## src/rtl/key_time_set.sv

```systemverilog
// key_time_set: turns mode/sel/inc/alarm push-keys into the time-load bus,
// alarm digits and alarm enable for the clock/alarm counter block.
module key_time_set #(
    parameter int HOLD_CYCLES   = 1500,
    parameter int REPEAT_CYCLES = 250
) (
    input  logic       clk,
    input  logic       rst_n,
    input  logic       key_mode,
    input  logic       key_sel,
    input  logic       key_inc,
    input  logic       key_alarm,
    input  logic [3:0] cur_sec_ge,
    input  logic [3:0] cur_sec_shi,
    input  logic [3:0] cur_min_ge,
    input  logic [3:0] cur_min_shi,
    input  logic [3:0] cur_hour_ge,
    input  logic [3:0] cur_hour_shi,
    output logic       set_time_finish,
    output logic [3:0] set_sec_ge,
    output logic [3:0] set_sec_shi,
    output logic [3:0] set_min_ge,
    output logic [3:0] set_min_shi,
    output logic [3:0] set_hour_ge,
    output logic [3:0] set_hour_shi,
    output logic       clock_en,
    output logic [3:0] clock_min_ge,
    output logic [3:0] clock_min_shi,
    output logic [3:0] clock_hour_ge,
    output logic [3:0] clock_hour_shi,
    output logic [1:0] mode,
    output logic [1:0] edit_field
);
    localparam int MAXC = (HOLD_CYCLES > REPEAT_CYCLES) ? HOLD_CYCLES : REPEAT_CYCLES;
    localparam int CW   = $clog2(MAXC + 1);
    localparam logic [CW-1:0] HOLD_END = CW'(HOLD_CYCLES - 1);
    localparam logic [CW-1:0] REP_END  = CW'(REPEAT_CYCLES - 1);

    typedef enum logic [1:0] {RUN = 2'd0, SET_TIME = 2'd1, SET_ALARM = 2'd2} mode_t;

    mode_t         r_mode, w_next_mode;
    logic          r_prev_mode, r_prev_sel, r_prev_inc, r_prev_alarm;
    logic [1:0]    r_field;
    logic [7:0]    r_set_hour, r_set_min, r_set_sec, r_clk_hour, r_clk_min;
    logic          r_clock_en, r_rpt;
    logic [CW-1:0] r_cnt;
    logic          w_mode_p, w_sel_p, w_inc_p, w_alarm_p, w_inc_held, w_rpt_hit, w_inc_ev;

    function automatic logic [7:0] inc_sixty(input logic [7:0] v);
        return (v[3:0] > 4'd9 || v[7:4] > 4'd5 || v == 8'h59) ? 8'h00 :
               (v[3:0] == 4'd9) ? {v[7:4] + 4'd1, 4'd0} : {v[7:4], v[3:0] + 4'd1};
    endfunction

    function automatic logic [7:0] inc_hour(input logic [7:0] v);
        return (v[3:0] > 4'd9 || v >= 8'h23) ? 8'h00 :
               (v[3:0] == 4'd9) ? {v[7:4] + 4'd1, 4'd0} : {v[7:4], v[3:0] + 4'd1};
    endfunction

    assign w_mode_p   = r_prev_mode & ~key_mode;
    assign w_sel_p    = r_prev_sel & ~key_sel;
    assign w_inc_p    = r_prev_inc & ~key_inc;
    assign w_alarm_p  = r_prev_alarm & ~key_alarm;
    assign w_inc_held = ~r_prev_inc & ~key_inc;
    // r_rpt selects between the initial hold delay and the repeat period
    assign w_rpt_hit  = w_inc_held & (r_cnt == (r_rpt ? REP_END : HOLD_END));
    assign w_inc_ev   = w_inc_p | w_rpt_hit;

    always_comb begin
        w_next_mode = r_mode;
        if (w_mode_p) begin
            case (r_mode)
                RUN:      w_next_mode = SET_TIME;
                SET_TIME: w_next_mode = SET_ALARM;
                default:  w_next_mode = RUN;
            endcase
        end
    end

    always_ff @(posedge clk) begin
        if (!rst_n) begin
            r_mode       <= RUN;
            r_prev_mode  <= 1'b1;
            r_prev_sel   <= 1'b1;
            r_prev_inc   <= 1'b1;
            r_prev_alarm <= 1'b1;
            r_field      <= 2'd0;
            r_set_hour   <= 8'h00;
            r_set_min    <= 8'h00;
            r_set_sec    <= 8'h00;
            r_clk_hour   <= 8'h00;
            r_clk_min    <= 8'h00;
            r_clock_en   <= 1'b0;
            r_cnt        <= '0;
            r_rpt        <= 1'b0;
        end else begin
            r_mode       <= w_next_mode;
            r_prev_mode  <= key_mode;
            r_prev_sel   <= key_sel;
            r_prev_inc   <= key_inc;
            r_prev_alarm <= key_alarm;
            r_cnt        <= (w_mode_p || !w_inc_held || w_rpt_hit) ? '0 : r_cnt + CW'(1);
            r_rpt        <= !w_mode_p && w_inc_held && (r_rpt || w_rpt_hit);
            if (w_alarm_p)
                r_clock_en <= ~r_clock_en;
            if (w_mode_p) begin
                r_field <= 2'd0;
                if (r_mode == RUN) begin
                    r_set_hour <= {cur_hour_shi, cur_hour_ge};
                    r_set_min  <= {cur_min_shi, cur_min_ge};
                    r_set_sec  <= {cur_sec_shi, cur_sec_ge};
                end
            end else if (r_mode == SET_TIME) begin
                if (w_sel_p)
                    r_field <= (r_field == 2'd2) ? 2'd0 : r_field + 2'd1;
                else if (w_inc_ev) begin
                    if (r_field == 2'd0) r_set_hour <= inc_hour(r_set_hour);
                    if (r_field == 2'd1) r_set_min  <= inc_sixty(r_set_min);
                    if (r_field == 2'd2) r_set_sec  <= inc_sixty(r_set_sec);
                end
            end else if (r_mode == SET_ALARM) begin
                if (w_sel_p)
                    r_field <= {1'b0, ~r_field[0]};
                else if (w_inc_ev) begin
                    if (r_field[0]) r_clk_min  <= inc_sixty(r_clk_min);
                    else            r_clk_hour <= inc_hour(r_clk_hour);
                end
            end
        end
    end

    assign set_time_finish = (r_mode != SET_TIME);
    assign mode            = r_mode;
    assign edit_field      = r_field;
    assign clock_en        = r_clock_en;
    assign {set_hour_shi, set_hour_ge}     = r_set_hour;
    assign {set_min_shi, set_min_ge}       = r_set_min;
    assign {set_sec_shi, set_sec_ge}       = r_set_sec;
    assign {clock_hour_shi, clock_hour_ge} = r_clk_hour;
    assign {clock_min_shi, clock_min_ge}   = r_clk_min;
endmodule

```

## config.mk

```make
export PLATFORM = sky130hd
export DESIGN_NAME = key_time_set
export DESIGN_NICKNAME = d
export VERILOG_FILES = /design/src/rtl/key_time_set.sv
export SDC_FILE = /design/constraint.sdc
export NUM_CORES = 1
export LEC_CHECK = 0
export ABC_AREA = 1
export CORE_UTILIZATION = 52
export DETAILED_ROUTE_END_ITERATION = 12
export PLACE_DENSITY = 0.83
export RECOVER_POWER = 50
export SLEW_MARGIN = 20
export SYNTH_ARGS = -nofsm -noshare
export SYNTH_HDL_FRONTEND = slang
export SYNTH_SLANG_ARGS = --single-unit
```

## constraint.sdc

```tcl
create_clock -name clk -period 1.6 [get_ports clk]
set_input_delay 0.32 -clock clk [delete_from_list [all_inputs] [get_ports clk]]
set_output_delay 0.32 -clock clk [all_outputs]
set_load 0.005 [all_outputs]
```

==> results of run 1 <==
## kinds of logic after synthesis
| group | synth area share |
|---|---|
| compound gates | 0.0934 |
| xor+xnor | 0.0280 |
| fa+ha+maj | 0.0467 |
| buf+inv | 0.0927 |
| flops | 0.326 |
| simple gates | 0.414 |
## metrics by stage
step,std cells,power (mW),area (µm²),utilization
floorplan,575,2.06,3750,-
global placement,768,2.38,4820,0.702
detailed placement,768,2.40,4820,0.702
CTS,791,3.97,5130,0.747
global route,801,4.25,5430,0.791
finish,801,4.10,5430,0.791
## registers in the layout, indices dropped and copies added, names as in the netlist
register,cells
clock_en,1
edit_field,2
mode,2
r_clk_hour,8
r_clk_min,8
r_cnt,11
r_prev_alarm,1
r_prev_inc,1
r_prev_mode,1
r_prev_sel,1
r_rpt,1
r_set_hour,8
r_set_min,8
r_set_sec,8
## final cells by class
type,instances,area share
Inverter,80,0.0557
Clock buffer,12,0.0286
Clock inverter,4,0.0129
Tap cell,96,0.0221
Timing Repair Buffer,123,0.208
Sequential cell,61,0.235
Multi-Input combinational cell,425,0.438
## Yosys cell counts, types with 2 or more instances
library cell,number,area share
nand2_1,154,0.15
nor2_1,97,0.097
inv_1,75,0.075
dfxtp_1,61,0.33
nand3_1,30,0.040
o21ai_0,29,0.039
a21oi_1,18,0.024
ha_1,14,0.047
xor2_1,11,0.026
nand4_1,8,0.013
nand2_2,7,0.012
nand3_2,7,0.019
nor2_4,6,0.018
nor3_1,6,0.0080
buf_2,5,0.0067
nor2_2,5,0.0083
nor3b_1,5,0.010
inv_2,4,0.0040
o21bai_1,4,0.0080
clkbuf_1,3,0.0030
nand2_4,3,0.0090
nand3_4,2,0.0093
nand3b_1,2,0.0040
o21ai_1,2,0.0027
or2_2,2,0.0033
## critical path: cells and delay by family, from the launching register on
family | cells | cell delay [ns]
flip-flops | 1 | 0.33
buffers and inverters | 2 | 0.31
AND/OR/NAND/NOR | 6 | 0.76
AO/OA/AOI/OAI | 1 | 0.20
## worst paths after layout
kind,slack (ns),from,depth (start not counted),endpoint
max,-0.07,mode[1]$_SDFFE_PN0P_,9,r_set_min[3]$_SDFFE_PN0P_
min,0.20,key_mode,3,r_prev_mode$_SDFF_PN1_
max reg2reg,-0.07,mode[1]$_SDFFE_PN0P_,9,r_set_min[3]$_SDFFE_PN0P_
min reg2reg,0.43,r_cnt[0]$_SDFF_PP0_,1,r_cnt[0]$_SDFF_PP0_
## layer usage
| metal | share of wire | track usage | routed length [µm] | vias up |
|---|---|---|---|---|
| met2 | 0.50 | 0.483 | 5670 | 187 |
| met3 | 0.061 | 0.0408 | 691 | 53 |
| met5 | 0 | 0 | 0 | - |
| met4 | 0.041 | 0.127 | 467 | 0 |
| met1 | 0.40 | 0.340 | 4530 | 1950 |
| li1 | - | - | - | 2054 |
## report_power, final
group | internal, mW | leakage, nW | switching [mW]
registers | 1.58 | 0.512 | 0.0727
clock network | 0.958 | 0.116 | 0.632
logic | 0.404 | 1.82 | 0.458
total | 2.94 | 2.45 | 1.16
## what timing repair did
| action | CTS | global route |
|---|---|---|
| endpoints found under the setup margin | 27 | 56 |
| pin swaps | 6 | 36 |
| buffers inserted | 7 | 10 |
| hold buffers | 0 | 0 |
| resized for setup | 31 | 89 |
==> impl_metrics.yaml, run 1 <==
status:
  status: "finished with violations"
  violations: "negative setup slack"
sta:
  setup_tns_ns: -0.0972
  fin_crit_sh: 1.04
  maxSlewHeadroom: 0.637
  hold_ws_ns: 0.197
  max_freq_mhz: 600
  rsz0062_at_grt: "yes"
  slew_violations: 0
  hold_viol_final: 0
  tightest_slew_ns: 0.544
  setup_viol: 3
  worst_slack_ns: -0.0674
  skew_ns: 0.00669
  fin_crit_ns: 1.67
setup_path:
  slowest_stage: "dfxtp_1"
  cp.arrival_ns: 1.94
  cp-start-kind: "register"
  worstSetupPathType: "reg2reg"
  critical_path.max_fanout: 8
  path_cells: "buf_4, o21ai_4, buf_4, nand2_1, nor2_1, nand3_2, nand2_1, nand2_1, nor2_1"
  crit_top_cell: "nand2_1"
  slowest_delay_ns: 0.33
  worstSetupEndpointType: "register"
  required_ns: 1.87
synthesis:
  synth_ff_type: "dfxtp_1"
  yosys.cell_types.count: 40
  synth_area_um2: 3750
  netlist_instances: 575
  ys_seq_area_frac: 0.326
  synth_nets: 619
  synth_edf_count: 0
  ys_ff_latch: 61
  yosys_warnings: 0
  syn_avg_cell_area_um2: 6.52
  synthArstFlopShare: 0
clock_network:
  htreeDepth: 3
  clock_sinks: 61
  numCtsBuffers: 9
  clk_path_buf_depth: 2
  root_buffer: "clkbuf_8"
  cts_tree: "yes"
  clk_pin_slew_ns: 0.07
  clk_latency_ns: 0.35
routing:
  wl_mm: 11.4
  wl_per_cell_um: 14.2
  vias: 4244
  dr.pass1.iters: 5
  first_iter_violations: 265
  drc: 0
  antenna_left: 0
  viasPerCell: 5.30
floorplanning:
  die_x_um: 86.9
  chipHeight_um: 86.9
  core_area_um2: 6870
  die-area_um2: 7560
  num_io_pins: 76
  placement_rows: 30
  initial_core_util: 0.546
global_route:
  grt_pass1_wl_mm: 16.6
  antenna_found_initial: 0
  grt_use_total: 0.279
  grt_max_degree: 40
  grt_pass1_vias: 3858
  overflow: 0
final_layout:
  fill_cells: 458
  antenna_cells: 0
  nets: 744
  drive_gt1_frac: 0.248
  final_common_cell: "nand2_1"
  seqCellArea_um2: 1270
  layout_common_cells: "nand2_1, nor2_1, inv_1, clkdlybuf4s50_1, buf_4"
  area_delta_synth_final_pct: 44.8
  multi_input_area_um2: 2380
pwr:
  ir_drop_uv: 453
  power.leakage_nw: 2.45
  p_per_area_nw_per_um2: 756
place:
  place_worst_setup_slack_ns: -0.410
  port_buffers: 75
  dp_hpwl_mm: 7.15
  place.gp.congestion: 0.929
hold_path:
  hp-class: "in2reg"
flow_run:
  maxCapViolCount: 0
(Power assumes the default switching activity.)
==> inputs of run 2 (changes only) <==
- ABC_CLOCK_PERIOD_IN_PS: not set -> 1600
- CELL_PAD_IN_SITES_DETAIL_PLACEMENT: not set -> 1
- CELL_PAD_IN_SITES_GLOBAL_PLACEMENT: not set -> 2
- CORE_UTILIZATION: 52 -> 28
==> run 2 against run 1 <==
The flow now finishes without violations. Global-route usage down 10 points. Die area grew 83%. Worst setup slack better by 0.099 ns. Clock-buffer cell count fell by 1. Total power up 13%. Sequential share of layout area is 1.6 points lower. Hold slack better by 0.13 ns. First-iteration DRC count shrank 46%.
==> impl_metrics.yaml, run 2 (synthesis results as in run 1) <==
floorplanning:
  placement_rows: 41
  chipHeight_um: 118
  core_area_um2: 12800
  die-area_um2: 13900
  num_io_pins: 76
  die_x_um: 118
  initial_core_util: 0.292
sta:
  fin_crit_sh: 0.981
  hold_viol_final: 0
  setup_tns_ns: 0
  skew_ns: 0.00980
  max_freq_mhz: 637
  tightest_slew_ns: 0.461
  slew_violations: 0
  maxSlewHeadroom: 0.693
  setup_viol: 0
  rsz0062_at_grt: "yes"
  fin_crit_ns: 1.57
routing:
  drc: 0
  dr.pass1.iters: 4
  antenna_left: 0
  vias: 4028
  viasPerCell: 4.57
  wl_per_cell_um: 13.3
  first_iter_violations: 142
  wl_mm: 11.8
setup_path:
  worstSetupEndpointType: "output pin"
  slowest_delay_ns: 0.53
  cp-start-kind: "register"
  rrSetupSlack_ns: 0.04
  cp.arrival_ns: 1.25
  required_ns: 1.28
  crit_buf_inv: 1
  critPathTopFamily: "buffers and inverters"
  worstSetupPathType: "reg2out"
  slowest_stage: "clkdlybuf4s50_1"
  reg2reg_to: "r_set_hour[1]$_SDFFE_PN0P_"
  r2r_start: "mode[1]$_SDFFE_PN0P_"
  path_cells: "clkdlybuf4s50_1"
  reg2reg_depth: 11
  critical_path.max_fanout: 5
clock_network:
  htreeDepth: 3
  clk_latency_ns: 0.33
  root_buffer: "clkbuf_16"
  clk_pin_slew_ns: 0.06
  numCtsBuffers: 9
  clk_path_buf_depth: 2
  clock_sinks: 61
  cts_tree: "yes"
hold_path:
  whs_endpoint: "r_rpt$_SDFF_PN0_"
  whs_path_depth: 3
  hp-class: "in2reg"
  min-delay-start: "key_inc"
final_layout:
  drive_gt1_frac: 0.277
  area_delta_synth_final_pct: 55.4
  regMostFlops: "r_cnt"
  final_common_cell: "nand2_1"
  antenna_cells: 0
  nets: 750
  largest_register_ffs: 11
  layout_common_cells: "nand2_1, nor2_1, inv_1, clkdlybuf4s50_1, buf_4"
global_route:
  grt_max_degree: 40
  antenna_found_initial: 0
  grt_pass1_vias: 4180
  overflow: 0
  grt_use_total: 0.175
  grt_pass1_wl_mm: 19.7
place:
  port_buffers: 75
  place.gp.congestion: 0.795
  dp_hpwl_mm: 8.68
pwr:
  p_per_area_nw_per_um2: 798
  power_mw: 4.65
  power.leakage_nw: 2.60
  ir_drop_uv: 508
flow_run:
  maxCapViolCount: 0
status:
  status: "finished clean"
run 2: how the worst max path moves through the flow:
stage / slack, ns / cells after the start / start / endpoint
2_1_floorplan: 0.13 / 10 / r_set_min[4]$_SDFFE_PN0P_ / r_set_min[7]$_SDFFE_PN0P_
3_3_place_gp: -0.41 / 11 / key_mode / r_set_min[7]$_SDFFE_PN0P_
3_5_place_dp: -0.46 / 11 / key_mode / r_set_min[7]$_SDFFE_PN0P_
4_1_cts: -0.007 / 11 / key_inc / r_set_sec[6]$_SDFFE_PN0P_
5_1_grt: -0.09 / 11 / mode[1]$_SDFFE_PN0P_ / r_set_hour[1]$_SDFFE_PN0P_
6_report: 0.03 / 1 / r_set_sec[2]$_SDFFE_PN0P_ / set_sec_ge[2]
run 2: repair_timing:
item,in CTS,in global routing
setup buffers,4,11
setup endpoints to repair,47,52
hold buffers,0,0
pin swaps,8,48
resized for setup,58,97
run 2: area by class of cell:
class,count,area (µm²)
Clock buffer,11,243
Clock inverter,4,72.6
Fill cell,1645,7000
Inverter,80,300
Multi-Input combinational cell,425,2500
Sequential cell,61,1280
Tap cell,172,215
Timing Repair Buffer,129,1220
run 2: worst reg2reg max path: stages (launching register included):
cell     delay (ns)
dfxtp_4        0.34
buf_4          0.15
inv_2          0.06
nand2_4        0.08
nand2_2        0.11
nand2_4        0.09
nor2_4         0.15
buf_4          0.13
nand3_4        0.13
nand2_1        0.10
nand2_1        0.05
nor2_1         0.10
run 2: metrics by stage:
| stage | cell area (µm²) | hold WS [ns] | util | std cells | setup slack [ns] |
|---|---|---|---|---|---|
| 2_1_floorplan | 3750 | 0.397 | - | 575 | 0.128 |
| 3_3_place_gp | 5000 | 0.441 | 0.390 | 852 | -0.408 |
| 3_5_place_dp | 5000 | 0.458 | 0.390 | 852 | -0.455 |
| 4_1_cts | 5480 | 0.479 | 0.427 | 871 | -0.00734 |
| 5_1_grt | 5830 | 0.329 | 0.455 | 882 | -0.0875 |
| 6_report | 5830 | 0.330 | 0.455 | 882 | 0.0312 |
run 2: layer usage:
metal / track usage / up-vias / routed length (µm)
li1: - / 2073 / -
met1: 0.225 / 1891 / 5650
met2: 0.296 / 54 / 5670
met3: 0.0388 / 10 / 333
met4: 0.0433 / 0 / 121
met5: 0 / - / 0
run 2: power breakdown:
group          leakage [nW]  internal [mW]  switching, mW  total (mW)
clock                 0.152           1.39          0.710        2.10
combinational          1.94          0.432          0.476       0.908
sequential            0.511           1.58         0.0635        1.64
